## src/rtl/pipeline_pkg.sv

```systemverilog
// Shared definitions for the pipeline stall/flush sequencer.
package pipeline_pkg;

    // Sequencer states: normal operation, or flushing after a redirect.
    typedef enum logic [0:0] {
        PS_IDLE  = 1'b0,
        PS_FLUSH = 1'b1
    } pipe_state_t;

    // Default number of pipeline stages (fetch .. writeback).
    localparam int STAGE_NUM_DEFAULT = 5;

    // Default boot vector loaded into the redirect target register.
    localparam logic [31:0] RST_PC_DEFAULT = 32'hbfc0_0000;

endpackage : pipeline_pkg

```

## src/rtl/pipeline_controller_sat_counter.sv

```systemverilog
// Saturating up-counter with synchronous clear; clear wins over increment.
module sat_counter #(
    parameter int WIDTH = 32
) (
    input  logic             clk,
    input  logic             rst,
    input  logic             clr,
    input  logic             inc,
    output logic [WIDTH-1:0] count
);

    localparam logic [WIDTH-1:0] MAX_VAL  = {WIDTH{1'b1}};
    localparam logic [WIDTH-1:0] ZERO_VAL = {WIDTH{1'b0}};
    localparam logic [WIDTH-1:0] ONE_VAL  = WIDTH'(1);

    logic [WIDTH-1:0] count_r;

    // Count register: clear first, then increment until all-ones is reached.
    always_ff @(posedge clk or negedge rst) begin
        if (!rst) begin
            count_r <= ZERO_VAL;
        end else if (clr) begin
            count_r <= ZERO_VAL;
        end else if (inc && (count_r != MAX_VAL)) begin
            count_r <= count_r + ONE_VAL;
        end else begin
            count_r <= count_r;
        end
    end

    assign count = count_r;

endmodule : sat_counter

```

## src/rtl/pipeline_controller.sv

```systemverilog
// Central stall/flush sequencer: merges per-stage stall requests with
// back-pressure, stretches a one-cycle exception into a multi-cycle flush
// with a one-cycle PC redirect, and counts fetch-stall cycles.
module pipeline_controller
    import pipeline_pkg::*;
#(
    parameter int                    STAGE_NUM  = STAGE_NUM_DEFAULT,
    parameter int                    ADDR_WIDTH = 32,
    parameter int                    FLUSH_HOLD = 2,
    parameter logic [ADDR_WIDTH-1:0] RST_PC     = ADDR_WIDTH'(RST_PC_DEFAULT),
    parameter int                    CNT_WIDTH  = 32
) (
    input  logic                  clk,
    input  logic                  rst,
    input  logic [STAGE_NUM-1:0]  stall_req,
    input  logic                  exc_valid,
    input  logic [ADDR_WIDTH-1:0] exc_target,
    input  logic                  cnt_clr,
    output logic [STAGE_NUM-1:0]  stall,
    output logic                  flush,
    output logic                  redirect_valid,
    output logic [ADDR_WIDTH-1:0] redirect_pc,
    output logic [CNT_WIDTH-1:0]  stall_cycles
);

    // Hold counter only needs to reach FLUSH_HOLD-1; keep at least one bit.
    localparam int HOLD_W = (FLUSH_HOLD > 1) ? $clog2(FLUSH_HOLD + 1) : 1;
    localparam logic [HOLD_W-1:0] HOLD_LOAD = HOLD_W'(FLUSH_HOLD - 1);
    localparam logic [HOLD_W-1:0] HOLD_ZERO = {HOLD_W{1'b0}};
    localparam logic [HOLD_W-1:0] HOLD_ONE  = HOLD_W'(1);
    localparam logic [STAGE_NUM-1:0] STALL_NONE = {STAGE_NUM{1'b0}};

    pipe_state_t            state_r;
    pipe_state_t            state_nxt_s;
    logic [HOLD_W-1:0]      hold_r;
    logic [HOLD_W-1:0]      hold_nxt_s;
    logic                   accept_s;
    logic                   flush_r;
    logic                   redirect_valid_r;
    logic [ADDR_WIDTH-1:0]  redirect_pc_r;
    logic [STAGE_NUM-1:0]   merged_s;
    logic [STAGE_NUM-1:0]   stall_s;

    // Next-state logic: accept an exception only from IDLE, then count down the hold.
    always_comb begin
        state_nxt_s = state_r;
        hold_nxt_s  = hold_r;
        accept_s    = 1'b0;
        case (state_r)
            PS_IDLE: begin
                if (exc_valid) begin
                    state_nxt_s = PS_FLUSH;
                    hold_nxt_s  = HOLD_LOAD;
                    accept_s    = 1'b1;
                end else begin
                    state_nxt_s = PS_IDLE;
                    hold_nxt_s  = HOLD_ZERO;
                end
            end
            PS_FLUSH: begin
                // Any exc_valid here is ignored: upstream is being flushed.
                if (hold_r == HOLD_ZERO) begin
                    state_nxt_s = PS_IDLE;
                    hold_nxt_s  = HOLD_ZERO;
                end else begin
                    state_nxt_s = PS_FLUSH;
                    hold_nxt_s  = hold_r - HOLD_ONE;
                end
            end
            default: begin
                state_nxt_s = PS_IDLE;
                hold_nxt_s  = HOLD_ZERO;
            end
        endcase
    end

    // State and hold-counter registers.
    always_ff @(posedge clk or negedge rst) begin
        if (!rst) begin
            state_r <= PS_IDLE;
            hold_r  <= HOLD_ZERO;
        end else begin
            state_r <= state_nxt_s;
            hold_r  <= hold_nxt_s;
        end
    end

    // Output registers so flush/redirect have no combinational path from inputs.
    always_ff @(posedge clk or negedge rst) begin
        if (!rst) begin
            flush_r          <= 1'b0;
            redirect_valid_r <= 1'b0;
            redirect_pc_r    <= RST_PC;
        end else begin
            flush_r          <= (state_nxt_s == PS_FLUSH);
            redirect_valid_r <= accept_s;
            if (accept_s) begin
                redirect_pc_r <= exc_target;
            end else begin
                redirect_pc_r <= redirect_pc_r;
            end
        end
    end

    // Back-pressure merge: a stage stalls if it or any later stage requests a stall.
    always_comb begin : merge_blk
        logic acc_v;
        acc_v    = 1'b0;
        merged_s = STALL_NONE;
        for (int i = STAGE_NUM - 1; i >= 0; i--) begin
            acc_v       = acc_v | stall_req[i];
            merged_s[i] = acc_v;
        end
    end

    // Stall is suppressed while flushing or while reset is asserted.
    always_comb begin
        stall_s = STALL_NONE;
        if (!rst || flush_r) begin
            stall_s = STALL_NONE;
        end else begin
            stall_s = merged_s;
        end
    end

    sat_counter #(
        .WIDTH (CNT_WIDTH)
    ) u_stall_cnt (
        .clk   (clk),
        .rst   (rst),
        .clr   (cnt_clr),
        .inc   (stall_s[0]),
        .count (stall_cycles)
    );

    assign stall          = stall_s;
    assign flush          = flush_r;
    assign redirect_valid = redirect_valid_r;
    assign redirect_pc    = redirect_pc_r;

endmodule : pipeline_controller

```

## config.mk

```make
export PLATFORM = sky130hd
export DESIGN_NAME = pipeline_controller
export DESIGN_NICKNAME = d
export VERILOG_FILES = /design/src/rtl/pipeline_pkg.sv /design/src/rtl/pipeline_controller_sat_counter.sv /design/src/rtl/pipeline_controller.sv
export SDC_FILE = /design/constraint.sdc
export NUM_CORES = 1
export LEC_CHECK = 0
export ABC_AREA = 1
export CAP_MARGIN = 20
export CORE_UTILIZATION = 47
export DETAILED_ROUTE_END_ITERATION = 10
export PLACE_DENSITY = 0.81
export SKIP_CTS_REPAIR_TIMING = 1
export SLEW_MARGIN = 10
export SYNTH_ARGS = -nofsm -noshare
export SYNTH_HDL_FRONTEND = slang
export SYNTH_SLANG_ARGS = --single-unit
```

## constraint.sdc

```tcl
create_clock -name clk -period 2.15 [get_ports clk]
set_input_delay 0.43 -clock clk [delete_from_list [all_inputs] [get_ports clk]]
set_output_delay 0.43 -clock clk [all_outputs]
set_load 0.02 [all_outputs]
```

==> results.txt <==
STA puts the critical path data arrival time at 1.57 ns. Max-cap violations in this run came to 0. The logs give 678 for the final-stage net count and 254 for the first-iteration detailed-routing DRC count. The final count of hold timing violations is 0. The run finished with clean final reports.

The share of the clock period used by the worst path after layout is 0.9317. Tracing the worst setup path back leads to its startpoint at stall_req[4]. The ratio of routed vias to standard cells works out to 5.023. STA classifies the critical path startpoint as a primary input. The number of fill cells is 572, and the count of pins over their slew limit is 0.

The setup path with the least slack is of type primary input to primary output. Summed over all cells, the static leakage comes to 2.472 nW. In this run the vertical extent of the chip is 89.44 µm. The number of buffer cells added on primary ports is 111. The average wire per standard cell works out to 13.13 µm.

In this run, distinct cell masters in the synthesized netlist total 27. The clock transition at the register clock pins on the worst setup and hold paths after CTS came out at 0.08 ns. Counting cells, the worst reg-to-reg path comes to 10. The worst hold path belongs to the class primary input to asynchronous set/reset pin. TritonCTS built the clock tree. The number of cell rows was 31; the number of antenna violations at the first check in global routing was 0.

The peak clock frequency supported by timing was 499.2 MHz; the wire length of the first global-routing pass was 16130 µm. Prior to clock tree synthesis, the placed netlist has a worst setup slack of -0.5414 ns. Setup violations remaining at the end of the flow were counted as 0. On the worst path, the slowest cell contributes a delay of 0.43 ns.

The post-layout total power is 3.457 mW, and the slew at the pin closest to its max-slew limit is 0.8798 ns. In the final timing run, aggregate negative setup slack is 0 ns. The tools report the die area as 8000 µm². The clock latency of the later-clocked register in the worst-skew pair came out at 0.35 ns. The tools report the overall routing resource usage as 0.2664. The critical path ends at stall[0]. The signal on the critical path passes through clkdlybuf4s50_1 -> nor2_1 -> nand3_1 -> o21ai_2 -> inv_1 -> dlymetal6s2s_1. The logs give 0 for the total of warnings raised by yosys and 9715 µm for the total wire length after detailed routing. The critical path crosses 6 cells after its start point.

The fraction of layout instances using a drive strength above 1 is 0.09516, and the tightest hold margin is 0.3210 ns. The endpoint of the worst register-to-register path was u_stall_cnt.count[22]. The cell count after synthesis came out at 506.

In this run the standard cell core region covers 7331 µm². The vias after detailed routing is 3717. Tightest slew margin relative to the limit: 0.4134. The count of inserted antenna diode cells is 0. The kind of cell adding the most delay to the critical path was buffers and inverters. For the peak supply drop, the log shows 0.0005194 V. Largest fanout of any net on the critical path: 2. For the count of antenna-violating nets left after detailed routing, the log shows 0.

For the finished layout, the period the worst path requires is 2.003 ns. The part of the Yosys area used for sequential elements is 0.4767, and the final worst slack is 0.1469 ns. The worst register-to-register path has a setup slack of 0.22 ns. The root buffer selected by CTS is sky130_fd_sc_hd__clkbuf_8.

The detailed placer's ending HPWL is 7017 µm. The worst register-to-register path begins at u_stall_cnt.count[1]. The run gives 3 as the number of H-tree levels. The synthesized design contains 68 register bits. When the netlist entered floorplanning its net count stood at 548.

Number of design rule violations left after detail routing: 0. The overflow left after global routing was 0; the routability congestion estimate from global placement was 0.8839. The synthesized cell area is 3593 µm².

The power density of the placed cells was 671.7 nW/µm²; the number of global-route vias before repair was 3627. Setup repair after global routing left no endpoint under its margin. At the worst endpoint, the required time is 1.72 ns. The die is 89.44 µm wide. The slowest stage of the critical path belongs to the cell sky130_fd_sc_hd__clkdlybuf4s50_1. The run gives 112 as the boundary pin count.

Number of buffer and inverter stages on the critical path: 3. Counting the buffers created by CTS gives 9. The synthesis-to-finish area growth was 43.21%. The average instance in the mapped netlist occupies 7.102 µm². The tools report the kind of end point of the critical path as a primary output. For the maximum number of pins on one net before global-route repair, the log shows 69.

The clock passes through at most 2 buffers. The logs give 0.01142 ns for the post-route clock skew and 7 for the number of optimization iterations in the first detailed-route pass. Utilization after layout: 0.7020. The starting density of the core came out at 0.4902. For the TritonCTS sink count, the log shows 68.
==> area by class of cell <==
class / count / area (µm²) / area share
Clock inverter: 7 / 76.32 / 0.01483
Tap cell: 99 / 123.9 / 0.02407
Multi-Input combinational cell: 385 / 1658 / 0.3221
Sequential cell: 68 / 1713 / 0.3328
Clock buffer: 9 / 123.9 / 0.02407
Inverter: 38 / 147.6 / 0.02869
Timing Repair Buffer: 134 / 1304 / 0.2533
==> kinds of logic after synthesis <==
group / after synthesis / share of synthesized area
AO/OA/AOI/OAI: 20 / 0.02994
flip-flops: 68 / 0.4767
adder cells (fa/ha/maj): 1 / 0.003481
XOR/XNOR: 10 / 0.02437
buffers and inverters: 53 / 0.06302
AND/OR/NAND/NOR: 354 / 0.4025
==> worst min-delay path by stage <==
| stage | startpoint | endpoint | slack (ns) | depth (start not counted) |
|---|---|---|---|---|
| 3_5_place_dp | hold_r[0] | hold_r[0] | 0.46 | 1 |
| 3_3_place_gp | redirect_pc[29] | redirect_pc[29] | 0.45 | 2 |
| 4_1_cts | rst | u_stall_cnt.count[15] | 0.36 | 2 |
| 2_1_floorplan | rst | flush | 0.13 | 0 |
| 5_1_grt | rst | u_stall_cnt.count[15] | 0.41 | 2 |
| 6_report | rst | u_stall_cnt.count[15] | 0.32 | 2 |
==> registers in the layout (all words and copies together), names as in the netlist <==
name	count
redirect_valid	1
hold_r	2
flush	1
u_stall_cnt.count	32
redirect_pc	32
==> power breakdown <==
part / internal (mW) / switching (mW)
Combinational: 0.398 / 0.472
Clock: 0.541 / 0.526
Sequential: 1.44 / 0.0805
==> metal layers <==
metal / wire length, µm / vias to the layer above / track usage
li1: - / 1817 / -
met1: 3962 / 1729 / 0.3178
met2: 4699 / 156 / 0.4421
met3: 925 / 15 / 0.09603
met4: 128 / 0 / 0.1010
met5: 0 / - / 0
==> cell usage after synthesis <==
| library cell | number | share of area |
|---|---|---|
| sky130_fd_sc_hd__nor2_2 | 3 | 0.0052 |
| sky130_fd_sc_hd__inv_1 | 37 | 0.039 |
| sky130_fd_sc_hd__dfrtp_1 | 59 | 0.41 |
| sky130_fd_sc_hd__ha_1 | 1 | 0.0035 |
| sky130_fd_sc_hd__buf_6 | 2 | 0.0063 |
| sky130_fd_sc_hd__xnor2_1 | 3 | 0.0073 |
| sky130_fd_sc_hd__dfstp_2 | 9 | 0.066 |
| sky130_fd_sc_hd__o21ai_0 | 5 | 0.0070 |
| sky130_fd_sc_hd__nand4_1 | 10 | 0.017 |
| sky130_fd_sc_hd__o21bai_1 | 2 | 0.0042 |
| sky130_fd_sc_hd__clkinv_4 | 1 | 0.0024 |
| sky130_fd_sc_hd__xor2_1 | 7 | 0.017 |
| sky130_fd_sc_hd__buf_1 | 2 | 0.0021 |
| sky130_fd_sc_hd__o21ai_1 | 4 | 0.0056 |
| sky130_fd_sc_hd__clkbuf_1 | 7 | 0.0073 |
| sky130_fd_sc_hd__nor2_4 | 3 | 0.0094 |
| sky130_fd_sc_hd__nand2_2 | 2 | 0.0035 |
| sky130_fd_sc_hd__nand3_1 | 29 | 0.040 |
| sky130_fd_sc_hd__a21oi_1 | 8 | 0.011 |
| sky130_fd_sc_hd__nand2_1 | 244 | 0.25 |
| sky130_fd_sc_hd__buf_2 | 3 | 0.0042 |
| sky130_fd_sc_hd__nand3b_1 | 1 | 0.0021 |
| sky130_fd_sc_hd__and2_1 | 1 | 0.0017 |
| sky130_fd_sc_hd__nand2_4 | 2 | 0.0063 |
| sky130_fd_sc_hd__nor2_1 | 59 | 0.062 |
| sky130_fd_sc_hd__o211ai_1 | 1 | 0.0021 |
| sky130_fd_sc_hd__buf_4 | 1 | 0.0021 |
==> through the flow <==
stage,cells,cell area (µm²)
2_1_floorplan,506,3593
3_3_place_gp,723,4922
3_5_place_dp,723,4922
4_1_cts,739,5122
5_1_grt,740,5146
6_report,740,5146
==> placed cells by master (no fill, tap or decap), types with 4 or more instances in the layout <==
master | netlist | final
sky130_fd_sc_hd__nand2_1 | 244 | 244
sky130_fd_sc_hd__clkdlybuf4s50_1 | 0 | 105
sky130_fd_sc_hd__nor2_1 | 59 | 59
sky130_fd_sc_hd__dfrtp_1 | 59 | 59
sky130_fd_sc_hd__inv_1 | 37 | 37
sky130_fd_sc_hd__nand3_1 | 29 | 29
sky130_fd_sc_hd__buf_4 | 1 | 22
sky130_fd_sc_hd__nand4_1 | 10 | 10
sky130_fd_sc_hd__clkbuf_8 | 0 | 9
sky130_fd_sc_hd__dfstp_2 | 9 | 9
sky130_fd_sc_hd__a21oi_1 | 8 | 8
sky130_fd_sc_hd__xor2_1 | 7 | 7
sky130_fd_sc_hd__dlymetal6s2s_1 | 0 | 5
sky130_fd_sc_hd__o21ai_0 | 5 | 4
sky130_fd_sc_hd__o21ai_1 | 4 | 4
Note: power is estimated with default switching activity, not from simulation.
